## config.mk

```make
export PLATFORM = sky130hd
export DESIGN_NAME = bus_addr_decode
export DESIGN_NICKNAME = d
export VERILOG_FILES = /design/src/rtl/bus_pkg.sv /design/src/rtl/bus_addr_decode_addr_latch.sv /design/src/rtl/bus_addr_decode.sv
export SDC_FILE = /design/constraint.sdc
export NUM_CORES = 1
export LEC_CHECK = 0
export ABC_AREA = 1
export BUFFER_PORTS_ARGS = -buffer_cell sky130_fd_sc_hd__buf_2
export CORE_ASPECT_RATIO = 1.4
export CORE_MARGIN = 1
export CORE_UTILIZATION = 35
export DETAILED_ROUTE_END_ITERATION = 7
export PLACE_DENSITY_LB_ADDON = 0.12
export SLEW_MARGIN = 10
export SYNTH_ARGS = -nofsm -noshare
export SYNTH_HDL_FRONTEND = slang
export SYNTH_SLANG_ARGS = --single-unit
```

## constraint.sdc

```tcl
create_clock -name CLK -period 4.3 [get_ports CLK]
set_clock_uncertainty 0.15 [all_clocks]
set_input_delay 0.43 -clock CLK [delete_from_list [all_inputs] [get_ports CLK]]
set_output_delay 0.43 -clock CLK [all_outputs]
set_load 0.05 [all_outputs]
```

## src/rtl/bus_pkg.sv

```systemverilog
// Shared types and address-field constants for the multiplexed bus front end.
package bus_pkg;

    typedef enum logic [1:0] {
        S_T1 = 2'd0,
        S_T2 = 2'd1,
        S_T3 = 2'd2,
        S_T4 = 2'd3
    } bus_state_t;

    localparam int MEM_BANK_MSB = 19;
    localparam int MEM_BANK_LSB = 18;
    localparam int IO_PORT_MSB  = 7;
    localparam int IO_PORT_LSB  = 6;

    // Address bits that must be zero for an IO cycle to hit a mapped port.
    localparam logic [19:0] IO_HI_ZERO = 20'hFFF00;

    function automatic logic [3:0] onehot4(input logic [1:0] idx);
        return 4'b0001 << idx;
    endfunction

endpackage

```

## src/rtl/bus_addr_decode_addr_latch.sv

```systemverilog
// Address demultiplexer: flop-based 20-bit latch that is transparent while
// enabled, plus capture of the memory/IO qualifier at the same edge.
module addr_latch (
    input  logic        CLK,
    input  logic        RESET,
    input  logic        i_le,
    input  logic [19:0] i_addr,
    input  logic        i_iom,
    output logic [19:0] o_addr,
    output logic        o_iom_q
);

    logic [19:0] r_addr;
    logic        r_iom_q;

    // Capture address and IOM at the end of an accepted ALE cycle.
    always_ff @(posedge CLK or posedge RESET) begin
        if (RESET) begin
            r_addr  <= '0;
            r_iom_q <= 1'b0;
        end else if (i_le) begin
            r_addr  <= i_addr;
            r_iom_q <= i_iom;
        end
    end

    // Pass-through during the enable cycle gives same-cycle address to slaves.
    assign o_addr  = i_le ? i_addr : r_addr;
    assign o_iom_q = r_iom_q;

endmodule

```

## src/rtl/bus_addr_decode.sv

```systemverilog
// Bus front end: address demux, one-hot chip selects held for the whole
// bus cycle, T-state tracking with stall timeout, and cycle/error counters.
//
//  state | meaning
//  S_T1  | idle / address phase, waiting for ALE
//  S_T2  | waiting for RD or WR strobe, timeout running
//  S_T3  | data transfer
//  S_T4  | cycle completion, counted
module bus_addr_decode
    import bus_pkg::*;
#(
    parameter logic MEM_IOM = 1'b1,
    parameter int   TIMEOUT = 15,
    parameter int   CNT_W   = 16
) (
    input  logic             CLK,
    input  logic             RESET,
    input  logic [7:0]       AD,
    input  logic [11:0]      A_HI,
    input  logic             ALE,
    input  logic             IOM,
    input  logic             RD,
    input  logic             WR,
    output logic [19:0]      Address,
    output logic [3:0]       CS_MEM,
    output logic [3:0]       CS_IO,
    output logic             BUS_ERR,
    output logic [CNT_W-1:0] BUS_CYCLES,
    output logic [7:0]       ERR_CNT
);

    localparam int TMO_W = (TIMEOUT < 2) ? 1 : $clog2(TIMEOUT);
    localparam logic [TMO_W-1:0] TMO_LAST = TMO_W'(TIMEOUT - 1);

    bus_state_t       r_state;
    bus_state_t       w_state_nxt;
    logic [TMO_W-1:0] r_tmo;
    logic [TMO_W-1:0] w_tmo_nxt;
    logic             w_tmo_hit;
    logic             r_err_q;
    logic [CNT_W-1:0] r_cycles;
    logic [7:0]       r_err_cnt;

    logic        w_le;
    logic        w_stray;
    logic        w_unmapped;
    logic        w_iom_q;
    logic        w_iom_eff;
    logic        w_is_mem;
    logic        w_io_hi_ok;
    logic        w_cs_en;
    logic        w_bus_err;

    // ALE only opens the latch at the start of a cycle; elsewhere it is an error.
    assign w_le    = ALE && (r_state == S_T1);
    assign w_stray = ALE && (r_state != S_T1);

    addr_latch u_latch (
        .CLK     (CLK),
        .RESET   (RESET),
        .i_le    (w_le),
        .i_addr  ({A_HI, AD}),
        .i_iom   (IOM),
        .o_addr  (Address),
        .o_iom_q (w_iom_q)
    );

    // Live IOM is used during T1 so CS appears together with ALE.
    assign w_iom_eff  = (r_state == S_T1) ? IOM : w_iom_q;
    assign w_is_mem   = (w_iom_eff == MEM_IOM);
    assign w_io_hi_ok = ((Address & IO_HI_ZERO) == '0);
    assign w_cs_en    = !RESET && (w_le || (r_state != S_T1));
    assign w_unmapped = w_le && !w_is_mem && !w_io_hi_ok;

    // One-hot chip-select decode, at most one bit across both vectors.
    always_comb begin
        CS_MEM = '0;
        CS_IO  = '0;
        if (w_cs_en) begin
            if (w_is_mem)
                CS_MEM = onehot4(Address[MEM_BANK_MSB:MEM_BANK_LSB]);
            else if (w_io_hi_ok)
                CS_IO = onehot4(Address[IO_PORT_MSB:IO_PORT_LSB]);
        end
    end

    // T-state sequencing and stall timeout; RD and WR both lead to T3, so a
    // simultaneous RD/WR simply takes the read path.
    always_comb begin
        w_state_nxt = r_state;
        w_tmo_nxt   = r_tmo;
        w_tmo_hit   = 1'b0;
        case (r_state)
            S_T1: begin
                if (ALE) begin
                    w_state_nxt = S_T2;
                    w_tmo_nxt   = '0;
                end
            end
            S_T2: begin
                if (!RD || !WR) begin
                    w_state_nxt = S_T3;
                end else if (r_tmo == TMO_LAST) begin
                    w_tmo_hit   = 1'b1;
                    w_state_nxt = S_T1;
                end else begin
                    w_tmo_nxt = r_tmo + TMO_W'(1);
                end
            end
            S_T3:    w_state_nxt = S_T4;
            S_T4:    w_state_nxt = S_T1;
            default: w_state_nxt = S_T1;
        endcase
    end

    // Timeout fires in the stalled T2 cycle itself; latched causes fire a cycle later.
    assign w_bus_err = r_err_q || w_tmo_hit;

    // State, timeout counter, error pulse register and saturating counters.
    always_ff @(posedge CLK or posedge RESET) begin
        if (RESET) begin
            r_state   <= S_T1;
            r_tmo     <= '0;
            r_err_q   <= 1'b0;
            r_cycles  <= '0;
            r_err_cnt <= '0;
        end else begin
            r_state <= w_state_nxt;
            r_tmo   <= w_tmo_nxt;
            r_err_q <= w_unmapped || w_stray;
            if (r_state == S_T4 && r_cycles != '1)
                r_cycles <= r_cycles + CNT_W'(1);
            if (w_bus_err && r_err_cnt != 8'hFF)
                r_err_cnt <= r_err_cnt + 8'd1;
        end
    end

    assign BUS_ERR    = w_bus_err;
    assign BUS_CYCLES = r_cycles;
    assign ERR_CNT    = r_err_cnt;

endmodule

```

After elaboration in Yosys (flattened, before gate mapping)
Index checks and enable logic that the tools add are counted.

storage, ports and cells
  bits in registers = 52
  logic and storage cells = 62
  output and inout bits = 53
  input port bits = 26

cells by class
  equal/unequal tests = 10
  shifts and indexed selects = 2
  reduce and logical (&&, ||, !) cells = 22
  multiplexer cells = 18
  add/subtract/negate cells = 3

operator list
  operator               number
  $mux 4                 8
  $logic_not 20->1       1
  $mux 20                1
  $add 16x1->16 const B  1
  $ne 16x16->1 const B   1
  $add 8x1->8 const B    1
  $ne 8x8->1 const B     1
  $pmux 2 s4             1
  $pmux 4 s2             1
  $shl 1x2->4 const A    2
  $logic_and 1x1->1      7
  $mux 2                 3
  $ne 2x2->1 const B     3
  $logic_not 1->1        5
  $add 4x1->4 const B    1
  $eq 2x2->1 const B     2
  $eq 4x4->1 const B     1
  $logic_or 1x1->1       4
  $mux 1                 4
  $reduce_and 4->1       1
  $reduce_bool 2->1      2
  $ne 3x3->1 const B     1
  $eq 2x1->1 const B     1
  $logic_not 2->1        1
  $reduce_and 2->1       1

Depth between registers and ports, before layout
  word-level depth = 7
  depth in mapped cells = 10
  depth with buffers taken out = 9

Modules after synthesis
From an unflattened synthesis, not the netlist that was laid out.

unflattened totals
  cells, all modules = 385
  area, all modules = 2901.5 sq um

modules (own cells, without submodules)
  module           seq. area each (sq um)  area an instance (sq um)  cells an instance  times used
  bus_addr_decode  775.7                   2094.5                    295                1
  addr_latch       525.5                   807.0                     90                 1

Least setup slack after synthesis
No wires, ideal clock.

  path type = input port to output port
  start = input ALE
  end = output CS_MEM[1]
  stages on the path = 5
  path slack = 1.584 ns
  arrival = 2.136 ns
  cells stage by stage = buf_2 > nand3_1 > nand2_1 > inv_1 > nor3_1

between the ends
  cells in the longest elaborated chain, start to end = 5
  elaborated cells on any way between the ends = 7
  those cells by class = shift (1); mux (3); reduce/logical (3)

RTL lines
  element            RTL line                          RTL
  from (decl)        bus_addr_decode.sv:20             input logic ALE,
  $logic_and 1x1->1  bus_addr_decode.sv:55             assign w_le = ALE && (r_state == S_T1);
  $mux 20            bus_addr_decode_addr_latch.sv:28  assign o_addr = i_le ? i_addr : r_addr;
  net Address[19]    bus_addr_decode.sv:24             output logic [19:0] Address,
  $shl 1x2->4        bus_pkg.sv:20                     return 4'b0001 << idx;
  $mux 4             bus_addr_decode.sv:80             if (w_is_mem)
  $mux 4             bus_addr_decode.sv:79             if (w_cs_en) begin
  to (decl)          bus_addr_decode.sv:25             output logic [3:0] CS_MEM,

The timed path passes the listed nets, and every way through them passes these cells.

==> flow_summary.json <==
{
  "status": "complete, but fails checks",
  "violations": "negative hold slack",
  "power_leakage_nw": 1.785,
  "async_flop_share": 1.000,
  "io_pins": 79,
  "overflow": 0,
  "grt_pass1_wl_mm": 10.41,
  "yosys.area_share.simple": 0.2997,
  "startpoint_type": "flop",
  "post-cts-setup-buffer-count": 0,
  "cp.required_ns": 3.72,
  "period_share": 0.6834,
  "place_congestion": 0.8131,
  "synth-compound-area-share": 0.05949,
  "setup_tns_ns": 0,
  "post-dp-hpwl_mm": 4.699,
  "die_y_um": 107.0,
  "start_util": 0.3674,
  "synthTopCellsByCount": "nand2_1 (107), dfrtp_1 (52), inv_1 (52)",
  "cp_max_fo": 30,
  "synthesis.nets": 377,
  "clock_latency_ns": 0.30,
  "ant_nets": 0,
  "period_minus_slack_ns": 2.939,
  "critPathSlowestCell": "dfrtp_1",
  "clk_pin_slew_ns": 0.09,
  "clock_sinks": 52,
  "avgSynthCellArea_um2": 7.940,
  "postCtsHoldBufs": 0,
  "layout-area-overhead-vs-synth_pct": 20.16,
  "cpPeakStageDelay_ns": 0.43,
  "synth.largest_area_cell": "dfrtp_1",
  "hold_violations": 19,
  "final_cell_area_um2": 3311,
  "port_buffers": 78,
  "die_w_um": 76.99,
  "synth_edf_count": 0,
  "path_class": "reg -> out",
  "numCtsBuffers": 5,
  "drive_gt1_frac": 0.2482,
  "rsz0062_at_grt": "no",
  "fmax_mhz": 340.3,
  "cp.arrival_ns": 2.36,
  "fill_cells": 822,
  "synth_warnings": 0,
  "hp-class": "in -> async",
  "ctsLongestPathBuffers": 2,
  "cts_tree": "built",
  "cp_common_cell": "inv_1",
  "routedWlPerCell_um": 11.67,
  "synth_cell_type_count": 30,
  "cp-end-kind": "output pin",
  "antenna_found_initial": 0,
  "synth_cells": 347,
  "h-tree-depth": 2,
  "antennaDiodeCount": 0,
  "drc_errors": 0,
  "final-setup-viol-count": 0,
  "synth_mux_area_frac": 0,
  "cts_resized": 0,
  "grt_max_degree": 33,
  "syn_area_um2": 2755,
  "slew_viol_final": 0,
  "synth_xor_area_frac": 0.05722,
  "synthFlopType": "dfrtp_1",
  "tightest_slew_ns": 0.4757,
  "ir_drop_uv": 422.7,
  "vias_per_cell": 4.542,
  "yosys_register_bits": 52,
  "drt_iter0_drc": 76,
  "postRouteWirelength_mm": 6.116,
  "worst-path-buf-inv": 3,
  "row_count": 37,
  "vias": 2380,
  "dieArea_um2": 8236,
  "grt_pass1_vias": 2379,
  "final_util": 0.4414,
  "yosysTopAreaCellShare": 0.4723,
  "grt_usage": 0.1593,
  "firstDrtPassIters": 6,
  "yosys.area_share.adder": 0.01817,
  "drv_cap": 0,
  "cts_root_buffer": "clkbuf_8",
  "nets": 456,
  "core_um2": 7500,
  "fin_hold_ws_ns": -0.005527,
  "power_density_nw_per_um2": 722.2,
  "place_area_um2": 3217,
  "slew_headroom": 0.6825,
  "synth_top_family_by_area": "simple AND/OR/NAND/NOR gates",
  "synth.most_common_cell": "nand2_1",
  "yosysSeqAreaShare": 0.4723,
  "synthTopCellsByArea": "dfrtp_1 (47%), nand2_1 (15%), inv_1 (7.1%)",
  "path_cells": "nor2_4, nand2_4, inv_1, or2_2, o21ai_0, inv_1, nand2_1, nor2_1, buf_2",
  "cpLargestDelayFamily": "simple AND/OR/NAND/NOR gates"
}
## power breakdown
group,internal [W],total (W),switching (W)
clock network,0.000131,0.000294,0.000163
logic,0.000303,0.00134,0.00104
registers,0.000652,0.000756,0.000103
total,0.00109,0.00239,0.00131
## sequential cells by signal (all words and copies together) (netlist names), named ones only
register         cells
u_latch.o_iom_q      1
r_state              1
ERR_CNT              8
r_err_q              1
r_tmo                4
u_latch.r_addr      20
BUS_CYCLES          16
## cell usage in the layout (no fill, tap or decap), types with 2 or more instances in the layout
master and instances:
a21oi_1 3, ha_1 4, nand3_1 12, o21ai_0 14
nand3_2 4, clkbuf_8 6, nand2_1 107, o21ai_2 4
inv_2 2, nand3b_1 8, xor2_1 12, nor2_2 2
nand2_2 3, nand4_1 7, o21ai_1 4, nor2_1 32
nor3_1 6, dfrtp_1 52, buf_2 78, xnor2_1 6
inv_1 51
## metal layers
metal | GRT usage | up-vias | wire length (um)
met5 | 0 | - | 0
met3 | 0.02553 | 10 | 210
li1 | - | 1226 | -
met4 | 0.08625 | 0 | 114
met1 | 0.1668 | 1090 | 2496
met2 | 0.3004 | 54 | 3294
## cell type report
cell class | count | area [um^2] | area share
Sequential cell | 52 | 1301 | 0.3930
Multi-Input combinational cell | 235 | 1197 | 0.3617
Timing Repair Buffer | 79 | 397.9 | 0.1202
Inverter | 53 | 198.9 | 0.06009
Tap cell | 97 | 121.4 | 0.03666
Clock buffer | 7 | 86.33 | 0.02608
Clock inverter | 1 | 7.507 | 0.002268
## cells by family (layout without fill, tap and decap cells)
family / count (synthesis) / in the layout
AO/OA/AOI/OAI: 28 / 28
XOR/XNOR: 18 / 18
adder cells (fa/ha/maj): 4 / 4
buffers and inverters: 60 / 140
flip-flops: 52 / 52
AND/OR/NAND/NOR: 185 / 185
## worst paths after layout
check | start | end | slack (ns) | cells past startpoint
max in group asynchronous | RESET | BUS_CYCLES[15]$_DFFE_PP0P_ | 3.23 | 3
hold reg to reg | u_latch.r_addr[4]$_DFF_PP0_ | u_latch.r_addr[4]$_DFF_PP0_ | 0.33 | 2
min in group CLK | AD[2] | u_latch.r_addr[2]$_DFF_PP0_ | 0.18 | 3
hold / removal | RESET | u_latch.r_addr[2]$_DFF_PP0_ | -0.006 | 2
setup reg to reg | BUS_CYCLES[0]$_DFFE_PP0P_ | BUS_CYCLES[15]$_DFFE_PP0P_ | 2.14 | 8
setup / recovery | flop | CS_IO[3] | 1.36 | 9
## through the flow
| stage | power, W | instances | worst slack (ns) |
|---|---|---|---|
| 3_3_place_gp | 0.002116 | 516 | 1.751 |
| 3_5_place_dp | 0.002124 | 516 | 1.684 |
| 5_1_grt | 0.002571 | 524 | 1.099 |
| 6_report | 0.002391 | 524 | 1.361 |
| 2_1_floorplan | 0.001854 | 347 | 1.584 |
| 4_1_cts | 0.002429 | 524 | 1.328 |
(Power assumes the default switching activity.)
